--- config.mk ---
export PLATFORM = sky130hd
export DESIGN_NAME = adc_spi_responder
export DESIGN_NICKNAME = d
export VERILOG_FILES = /design/src/rtl/adc_spi_resp_pkg.sv /design/src/rtl/spi_pin_sync.sv /design/src/rtl/adc_spi_responder.sv
export SDC_FILE = /design/constraint.sdc
export NUM_CORES = 1
export LEC_CHECK = 0
export ABC_AREA = 0
export BUFFER_PORTS_ARGS = -buffer_cell sky130_fd_sc_hd__buf_2
export CORE_MARGIN = 10
export CORE_UTILIZATION = 40
export DETAILED_ROUTE_END_ITERATION = 12
export PLACE_DENSITY = 0.63
export SETUP_SLACK_MARGIN = 0.5
export SLEW_MARGIN = 20
export SYNTH_ARGS = -nofsm -noshare
export SYNTH_HDL_FRONTEND = slang
export SYNTH_SLANG_ARGS = --single-unit
--- constraint.sdc ---
create_clock -name clk -period 6 [get_ports clk]
set_input_delay 1.2 -clock clk [delete_from_list [all_inputs] [get_ports clk]]
set_output_delay 1.2 -clock clk [all_outputs]
set_load 0.01 [all_outputs]
--- src/rtl/adc_spi_resp_pkg.sv ---
// rtl/adc_spi_resp_pkg.sv - shared types and instruction field layout for adc_spi_responder
package adc_spi_resp_pkg;

    typedef enum logic [2:0] {IDLE, INSTR, WR, RD, DONE} state_t;

    localparam int         INSTR_BITS = 16;
    localparam logic [1:0] STREAM_W   = 2'b11;

    localparam int RW_BIT   = 15;
    localparam int W_MSB    = 14;
    localparam int W_LSB    = 13;
    localparam int ADDR_MSB = 12;

endpackage

--- src/rtl/spi_pin_sync.sv ---
// rtl/spi_pin_sync.sv - 3-stage pin synchronizer with rise/fall detect
module spi_pin_sync #(
    parameter logic RST_VAL = 1'b0
) (
    input  logic clk,
    input  logic rst_n,
    input  logic i_pin,
    output logic o_level,
    output logic o_rise,
    output logic o_fall
);

    logic [2:0] r_sync;

    always_ff @(posedge clk or negedge rst_n) begin
        if (!rst_n) begin
            r_sync <= {3{RST_VAL}};
        end else begin
            r_sync <= {r_sync[1:0], i_pin};
        end
    end

    // Stage 1 is the level; stage 2 only serves the edge compare.
    assign o_level = r_sync[1];
    assign o_rise  = r_sync[1] & ~r_sync[2];
    assign o_fall  = ~r_sync[1] & r_sync[2];

endmodule

--- src/rtl/adc_spi_responder.sv ---
// rtl/adc_spi_responder.sv - 3-wire SPI config-port responder with byte register file
// ADC_SPI_RESP_SHADOW_EN: SPI writes go to a shadow array, published by the top-address transfer bit.
module adc_spi_responder
    import adc_spi_resp_pkg::*;
#(
    parameter int         aw        = 6,
    parameter logic [7:0] reset_val = 8'h00
) (
    input  logic          clk,
    input  logic          rst_n,
    input  logic          sclk,
    input  logic          csb,
    input  logic          sdio_in,
    output logic          sdio_out,
    output logic          sdio_oe,
    input  logic [aw-1:0] reg_addr,
    output logic [7:0]    reg_dout,
    output logic          wr_strobe,
    output logic [aw-1:0] wr_addr,
    output logic [7:0]    wr_data,
    output logic          frame_err,
    output logic          busy
);

    localparam int NREG = 1 << aw;

    state_t        r_state;
    logic [3:0]    r_bit_cnt;
    logic [14:0]   r_shift;
    logic [12:0]   r_addr;
    logic [1:0]    r_left;
    logic          r_stream;
    logic          r_rd_pend;
    logic [6:0]    r_tx;
    logic          r_sdio_out;
    logic          r_oe;
    logic          r_wr_strobe;
    logic [aw-1:0] r_wr_addr;
    logic [7:0]    r_wr_data;
    logic          r_frame_err;
    logic [7:0]    r_reg_dout;
    logic [1:0]    r_sdio_s;
    logic [7:0]    r_active [NREG];

    logic w_sclk_rise, w_sclk_fall, w_sclk_unused;
    logic w_csb_s, w_csb_rise, w_csb_fall;

    spi_pin_sync #(.RST_VAL(1'b0)) u_sclk_sync (
        .clk(clk), .rst_n(rst_n), .i_pin(sclk),
        .o_level(w_sclk_unused), .o_rise(w_sclk_rise), .o_fall(w_sclk_fall)
    );

    spi_pin_sync #(.RST_VAL(1'b1)) u_csb_sync (
        .clk(clk), .rst_n(rst_n), .i_pin(csb),
        .o_level(w_csb_s), .o_rise(w_csb_rise), .o_fall(w_csb_fall)
    );

    always_ff @(posedge clk or negedge rst_n) begin
        if (!rst_n) begin
            r_sdio_s <= 2'b00;
        end else begin
            r_sdio_s <= {r_sdio_s[0], sdio_in};
        end
    end

    logic          w_sdio;
    logic [15:0]   w_full;
    logic [7:0]    w_byte;
    logic          w_in_range;
    logic [aw-1:0] w_idx;
    logic          w_byte_done;
    logic          w_commit;
    logic          w_last;
    logic [7:0]    w_rd_byte;

    assign w_sdio      = r_sdio_s[1];
    assign w_full      = {r_shift, w_sdio};
    assign w_byte      = {r_shift[6:0], w_sdio};
    assign w_in_range  = (r_addr >> aw) == 13'd0;
    assign w_idx       = r_addr[aw-1:0];
    assign w_byte_done = (r_state == WR || r_state == RD) && w_sclk_rise && (r_bit_cnt == 4'd7);
    assign w_commit    = (r_state == WR) && w_byte_done && w_in_range;
    assign w_last      = !r_stream && (r_left == 2'd0);
    assign w_rd_byte   = w_in_range ? r_active[w_idx] : 8'h00;

    always_ff @(posedge clk or negedge rst_n) begin
        if (!rst_n) begin
            r_state     <= IDLE;
            r_bit_cnt   <= 4'd0;
            r_shift     <= 15'd0;
            r_addr      <= 13'd0;
            r_left      <= 2'd0;
            r_stream    <= 1'b0;
            r_rd_pend   <= 1'b0;
            r_tx        <= 7'd0;
            r_sdio_out  <= 1'b0;
            r_oe        <= 1'b0;
            r_wr_strobe <= 1'b0;
            r_wr_addr   <= '0;
            r_wr_data   <= 8'h00;
            r_frame_err <= 1'b0;
        end else begin
            r_wr_strobe <= w_commit;
            if (w_commit) begin
                r_wr_addr <= w_idx;
                r_wr_data <= w_byte;
            end
            // A byte completing on the same edge csb rises is a clean end, not a framing error.
            r_frame_err <= w_csb_rise && ((r_state == INSTR) ||
                           ((r_state == WR || r_state == RD) && r_bit_cnt != 4'd0 && !w_byte_done));

            if (w_csb_s) begin
                r_state <= IDLE;
                r_oe    <= 1'b0;
            end else begin
                case (r_state)
                    IDLE: begin
                        if (w_csb_fall) begin
                            r_state   <= INSTR;
                            r_bit_cnt <= 4'd0;
                        end
                    end
                    INSTR: begin
                        if (w_sclk_rise) begin
                            r_shift   <= w_full[14:0];
                            r_bit_cnt <= r_bit_cnt + 4'd1;
                            if (r_bit_cnt == 4'(INSTR_BITS - 1)) begin
                                r_bit_cnt <= 4'd0;
                                r_addr    <= w_full[ADDR_MSB:0];
                                r_left    <= w_full[W_MSB:W_LSB];
                                r_stream  <= (w_full[W_MSB:W_LSB] == STREAM_W);
                                r_rd_pend <= 1'b1;
                                r_state   <= w_full[RW_BIT] ? RD : WR;
                            end
                        end
                    end
                    WR: begin
                        if (w_sclk_rise) begin
                            r_shift   <= w_full[14:0];
                            r_bit_cnt <= r_bit_cnt + 4'd1;
                            if (r_bit_cnt == 4'd7) begin
                                r_bit_cnt <= 4'd0;
                                r_addr    <= r_addr - 13'd1;
                                if (w_last) begin
                                    r_state <= DONE;
                                end else begin
                                    r_left <= r_left - 2'd1;
                                end
                            end
                        end
                    end
                    RD: begin
                        // The master samples on rising edges, so the byte boundary is counted there.
                        if (w_sclk_fall) begin
                            r_oe <= 1'b1;
                            if (r_rd_pend) begin
                                r_sdio_out <= w_rd_byte[7];
                                r_tx       <= w_rd_byte[6:0];
                                r_rd_pend  <= 1'b0;
                            end else begin
                                r_sdio_out <= r_tx[6];
                                r_tx       <= {r_tx[5:0], 1'b0};
                            end
                        end
                        if (w_sclk_rise) begin
                            r_bit_cnt <= r_bit_cnt + 4'd1;
                            if (r_bit_cnt == 4'd7) begin
                                r_bit_cnt <= 4'd0;
                                r_addr    <= r_addr - 13'd1;
                                r_rd_pend <= 1'b1;
                                if (w_last) begin
                                    r_state <= DONE;
                                    r_oe    <= 1'b0;
                                end else begin
                                    r_left <= r_left - 2'd1;
                                end
                            end
                        end
                    end
                    DONE: begin
                        r_oe <= 1'b0;
                    end
                    default: r_state <= IDLE;
                endcase
            end
        end
    end

`ifdef ADC_SPI_RESP_SHADOW_EN
    logic [7:0] r_shadow [NREG];
    logic       r_xfer;

    always_ff @(posedge clk or negedge rst_n) begin
        if (!rst_n) begin
            for (int i = 0; i < NREG; i++) begin
                r_active[i] <= reset_val;
                r_shadow[i] <= reset_val;
            end
            r_xfer <= 1'b0;
        end else begin
            r_xfer <= w_commit && (w_idx == {aw{1'b1}}) && w_byte[0];
            if (r_xfer) begin
                for (int i = 0; i < NREG; i++) begin
                    r_active[i] <= r_shadow[i];
                end
                r_active[NREG-1][0] <= 1'b0;
                r_shadow[NREG-1][0] <= 1'b0;
            end
            if (w_commit) begin
                r_shadow[w_idx] <= w_byte;
            end
        end
    end
`else
    always_ff @(posedge clk or negedge rst_n) begin
        if (!rst_n) begin
            for (int i = 0; i < NREG; i++) begin
                r_active[i] <= reset_val;
            end
        end else if (w_commit) begin
            r_active[w_idx] <= w_byte;
        end
    end
`endif

    always_ff @(posedge clk or negedge rst_n) begin
        if (!rst_n) begin
            r_reg_dout <= 8'h00;
        end else begin
            r_reg_dout <= r_active[reg_addr];
        end
    end

    assign sdio_out  = r_sdio_out;
    assign sdio_oe   = r_oe;
    assign reg_dout  = r_reg_dout;
    assign wr_strobe = r_wr_strobe;
    assign wr_addr   = r_wr_addr;
    assign wr_data   = r_wr_data;
    assign frame_err = r_frame_err;
    assign busy      = (r_state != IDLE);

endmodule

[Yosys cells after proc, flatten, opt, wreduce, memory -nomap -nowiden]
Index checks and enable logic that the tools add are counted.
Cells by class
  add/subtract/negate cells: 3
  $mul: 0
  div/mod/pow operators: 0
  magnitude comparators: 3
  eq/ne operators: 20
  shifts and indexed selects: 0
  multiplexer cells: 50
  bitwise logic cells: 10
  reduce and logical (&&, ||, !) cells: 32
Operator list (number)
  $bwmux W512: 1
  $bmux W8 S6: 2
  $mux W13: 4
  $demux W8 S6: 1
  $mux W8: 6
  $pmux W13 S2: 1
  $mux W3: 7
  $mux W4: 5
  $ne A3 B1 Y1 const B: 5
  $ge A7 B7 Y1 const B: 2
  $not A6 Y7: 2
  $reduce_and A7 Y1: 2
  $logic_not A13 Y1: 1
  $sub A13 B1 Y13 const B: 1
  $mux W1: 12
  $pmux W3 S4: 1
  $pmux W4 S3: 1
  $mux W2: 5
  $ne A2 B1 Y1 const B: 5
  $logic_and A1 B1 Y1: 9
  $reduce_bool A3 Y1: 3
  $reduce_and A4 Y1: 2
  $lt A7 B1 Y1 const B: 1
  $mux W7: 1
  other kinds (24): 38
Word-level totals
  flip-flop bits (word level): 592
  latch bits: 0
  RAM bits: 0
  memory bits (read-only): 0
  memories kept: 0

[Logic depth before layout (Yosys ltp)]
  depth after elaboration: 8
  mapped depth: 10
  mapped depth without buffers: 7

[By module]
A second synthesis with hierarchy kept.
Second synthesis, totals
  cell total of the unflattened synthesis: 2297
  area, all modules: 31435.1 um^2
By module, submodules not included
  adc_spi_responder: instances 1, cells an instance 2287, area each 31251.2 um^2
  spi_pin_sync (u_csb_sync): instances 1, cells an instance 5, area each 93.8 um^2
  spi_pin_sync (u_sclk_sync): instances 1, cells an instance 5, area each 90.1 um^2

[Worst setup path after synthesis]
OpenSTA, ideal clock, no wires.
  path kind: input -> register
  from: input reg_addr[0]
  to: register r_reg_dout[3], in the netlist reg_dout[3]
  library setup time: 0.121 ns
  arrival time: 2.933 ns
  required time: 5.879 ns
  path slack: 2.947 ns
  stages on the path: 6
  path through: buf_2 -> buf_2 -> mux4_2 -> mux4_2 -> o22ai_1 -> nor2_1
On the way
  word-level cells in the longest chain between the ends: 4
RTL lines
  from (decl): RTL line adc_spi_responder.sv:16  | input logic [aw-1:0] reg_addr,
  $not A6 Y7 (not written as such): RTL line adc_spi_responder.sv:230  | r_reg_dout <= r_active[reg_addr];
  $bmux W8 S6: RTL line adc_spi_responder.sv:230
  $mux W8 (not written as such) (2 in a row): RTL line adc_spi_responder.sv:230
  to (signal assigned): RTL line adc_spi_responder.sv:230
  to (decl): RTL line adc_spi_responder.sv:41  | logic [7:0] r_reg_dout;
Every way passes these cells. The select of a mux whose other input is x is not followed.
A chain may end at the register's enable or synchronous reset.

[Worst setup path after layout]
  from: register r_addr[2]
  to: register r_active[398] in the netlist's numbering
On the way
  word-level cells in the longest chain between the ends: 6
  elaborated cells on any way between the ends: 7
  those cells by class: order compare: 2; mux: 3; bitwise: 1; reduce/logical: 1
RTL lines
  from (decl): RTL line adc_spi_responder.sv:30  | logic [12:0] r_addr;
  from (signal assigned): RTL line adc_spi_responder.sv:129  | r_addr <= w_full[ADDR_MSB:0];
  from (signal assigned): RTL line adc_spi_responder.sv:143  | r_addr <= r_addr - 13'd1;
  from (signal assigned): RTL line adc_spi_responder.sv:169  | r_addr <= r_addr - 13'd1;
  $not A6 Y7 (not written as such) *: RTL line adc_spi_responder.sv:221  | r_active[w_idx] <= w_byte;
  $ge A7 B7 Y1 (not written as such) or $lt A7 B1 Y1 (tied branches): RTL line adc_spi_responder.sv:221
  $logic_and A1 B1 Y1 (not written as such): RTL line adc_spi_responder.sv:221
  $mux W8 (not written as such): RTL line adc_spi_responder.sv:221
  $demux W8 S6 *: RTL line adc_spi_responder.sv:221
  $bwmux W512 *: RTL line adc_spi_responder.sv:221
  to (signal, indexed assignment): RTL line adc_spi_responder.sv:218  | r_active[i] <= reset_val;
  to (signal, indexed assignment): RTL line adc_spi_responder.sv:221
  to (decl): RTL line adc_spi_responder.sv:43  | logic [7:0] r_active [NREG];
Every way passes the cells marked *; elsewhere a longest branch is shown, timed or not.

==> qor.yml <==
power:
  comb_power_share_pct: 5.3
  power_density_mw_per_mm2: 253.8
  p_clk_share_pct: 48.5
  power_mw: 8.833
  p_int_mw: 6.711
  ir_worst_vdd_mv: 0.1678
  leakagePower_nw: 15.38
  switchingPower_mw: 2.121
  swShare_pct: 24.02
  seqPwrFrac_pct: 46.2
floorplanning:
  coreArea_mm2: 0.07747
  die-height_um: 299.8
  ios: 38
  start_util_pct: 40.42
  dieArea_mm2: 0.08987
  num_rows: 102
  dieWidth_um: 299.8
drt:
  ant_nets: 0
  post_drt_wl_per_cell_um: 31.10
  drtIter0Drc: 2712
  vias_per_cell: 6.600
  route.detailed.drc: 0
  firstDrtPassIters: 6
  vias: 22010
  drt-total-wl_um: 103700
worst_setup_path:
  cp_max_fo: 54
  worstSetupPathType: "register to register"
  endpoint_kind: "register"
  crit_arrival_ns: 4.32
  start_kind: "register"
  endpoint: "r_active[398]$_DFFE_PN0P_"
  r2r_slack_ns: 2.17
  r2r-end: "r_active[398]$_DFFE_PN0P_"
  cp.required_ns: 6.49
  reg2reg_from: "r_addr[2]$_DFFE_PN0P_"
  setup.worst_path.start: "r_addr[2]$_DFFE_PN0P_"
  reg2reg_depth: 7
clock_network:
  path_clk_slew_ns: 0.06
  htreeDepth: 3
  post_cts_buffers: 0
  hold_buffers: 0
  clk_path_buf_depth: 3
  clk_latency_ns: 0.62
  cts_tree: "built"
  cts_resized: 0
  cts_buffers: 67
  ctsRootBufferMaster: "clkbuf_16"
  clkSinkCount: 592
placed_design:
  port_buffers: 37
  placedInstanceArea_mm2: 0.03252
  dp_hpwl_um: 66410
  place_inst: 3217
  place_congestion: 0.9289
final_layout:
  n_antenna_cell: 0
  layout.cells.most_common: "dfrtp_1"
  stdcell_area_mm2: 0.03480
  layout_common_cells: "578 x dfrtp_1, 570 x mux2_2, 176 x mux4_2, 73 x clkbuf_16, 72 x a221oi_1"
  final_cells: 3335
  final_layout_size_suffix_gt1_share_pct: 45.27
  final_nets: 2261
  area_growth_pct: 11.13
sta:
  hold_violations: 0
  min_period_ns: 3.826
  setup_violations: 0
  final-max-slew-violation-count: 0
  rsz0062_at_grt: "false"
  max_freq_ghz: 0.2614
  tns_ns: 0
  fin_crit_sh_pct: 63.77
  tightest_slew_ns: 1.151
  relSlewSlack_pct: 23.24
  fin_skew_ns: 0.02357
logic_synthesis:
  ys_ff_latch: 592
  synth_cells: 2290
  yosysTopAreaCell: "dfrtp_1"
  synth.top_cell.area_share_pct: 47.07
  ys.flop_type: "dfrtp_1"
  synth-edff-count: 0
  synth_area_mm2: 0.03131
  seq_area_frac_synth_pct: 47.33
  yosysWarnings: 0
  syn_nets: 2305
  yosysUniqueCellTypes: 72
  synth_area_per_cell_um2: 13.67
  synthTopCellsByArea: "dfrtp_1 47%, mux2_2 21%, mux4_2 13%, a221oi_1 2.0%, mux2i_1 1.9%"
  async_flop_share_pct: 100.0
run_status:
  status: "complete, no violations"
grt:
  antenna_found_initial: 1
  track_usage_pct: 22.71
  first_global_vias: 22389
  grt_start_max_net_pins: 148
  grt-ovfl-total: 0
  grt_pass1_wl_um: 154500
min_path:
  hp-class: "register to register"
  hp-start: "r_sdio_s[0]$_DFF_PN0_"
job:
  cap_viol_max_count: 0
==> how the worst min path moves through the flow <==
stage	to	cells past startpoint
floorplan	r_sdio_s[1]$_DFF_PN0_	0
detailed placement	r_sdio_s[1]$_DFF_PN0_	0
CTS	r_sdio_s[1]$_DFF_PN0_	0
global placement	r_sdio_s[1]$_DFF_PN0_	0
global route	r_sdio_s[1]$_DFF_PN0_	0
finish	r_sdio_s[1]$_DFF_PN0_	0
==> cell families after synthesis <==
family                     synth area share [%]
buffers and inverters                     2.837
xor gates and xnor gates                0.02798
DFF                                       47.33
and+or+nand+nor                           6.454
AOI/OAI and AO/OA                         7.928
adders and majority gates                0.1599
muxes                                     35.27
==> cell usage after synthesis, types with 4 or more instances <==
| library cell | count |
|---|---|
| mux4_2 | 176 |
| a22oi_1 | 48 |
| nor2_1 | 60 |
| nand3b_1 | 5 |
| nand2b_1 | 9 |
| nand3_1 | 27 |
| a21oi_1 | 42 |
| o21ai_0 | 52 |
| a22o_1 | 6 |
| buf_1 | 14 |
| o221ai_1 | 5 |
| a31oi_1 | 27 |
| or2_2 | 7 |
| a221oi_1 | 72 |
| nor4b_1 | 10 |
| o22a_1 | 12 |
| a211oi_1 | 5 |
| a221o_1 | 8 |
| mux2_1 | 7 |
| mux2_2 | 570 |
| nor2_8 | 6 |
| nor4_1 | 7 |
| dfrtp_1 | 589 |
| inv_1 | 10 |
| clkbuf_1 | 133 |
| or3_1 | 5 |
| mux2i_1 | 58 |
| nor2b_1 | 17 |
| o2bb2ai_1 | 4 |
| buf_2 | 50 |
| nand2_1 | 54 |
| o22ai_1 | 35 |
| nor3_1 | 17 |
| nor2_2 | 18 |
| and3_1 | 7 |
| and2_1 | 6 |
| and4_1 | 8 |
| a32oi_1 | 13 |
| nor2_4 | 32 |
| nand2_4 | 4 |
| nand2_2 | 7 |
| ha_1 | 4 |
==> critical path: stages (launching register included) <==
cell and delay, ns:
dfrtp_4 1.01, clkinv_1 0.21, buf_4 0.35, nor3_1 0.26
and4_1 0.51, nand2_4 0.33, nor2_2 0.56, mux2_2 0.40
==> state kept, by name (all words and copies together) (netlist names), 2 cells and up <==
signal,cells
u_sclk_sync.r_sync,3
r_left,2
r_active,512
r_tx,7
r_shift,15
u_csb_sync.r_sync,3
r_bit_cnt,4
r_sdio_s,2
reg_dout,8
wr_data,8
r_state,3
r_addr,13
wr_addr,6
==> power groups by stage <==
stage	sequential [mW]	combinational (mW)	clock [mW]
3_3_place_gp	4.15	0.457	0
6_report	4.08	0.465	4.29
3_5_place_dp	4.15	0.467	0
2_1_floorplan	4.10	0.262	0
5_1_grt	4.08	0.501	4.52
4_1_cts	4.08	0.467	4.36
==> per-layer routing <==
layer / GRT usage, % / wire length [um]
met1: 30.03 / 40640
met2: 34.21 / 46570
met3: 5.677 / 11050
met4: 11.87 / 5448
met5: 0 / 13
==> through the flow <==
stage / worst slack [ns] / hold slack [ns] / utilization, %
2_1_floorplan: 2.947 / 0.3312 / -
3_3_place_gp: 1.939 / 0.3377 / 41.97
3_5_place_dp: 1.976 / 0.3346 / 41.97
4_1_cts: 2.272 / 0.3477 / 44.91
5_1_grt: 2.170 / 0.3607 / 44.92
6_report: 2.174 / 0.3462 / 44.92
==> area by class of cell <==
type                            count  area [um^2]
Fill cell                        6879        42670
Clock buffer                       99         2024
Sequential cell                   592        14840
Timing Repair Buffer               88        693.2
Clock inverter                     19        252.7
Inverter                           13        48.80
Tap cell                         1040         1301
Multi-Input combinational cell   1484        15640
Note: power is estimated with default switching activity, not from simulation.
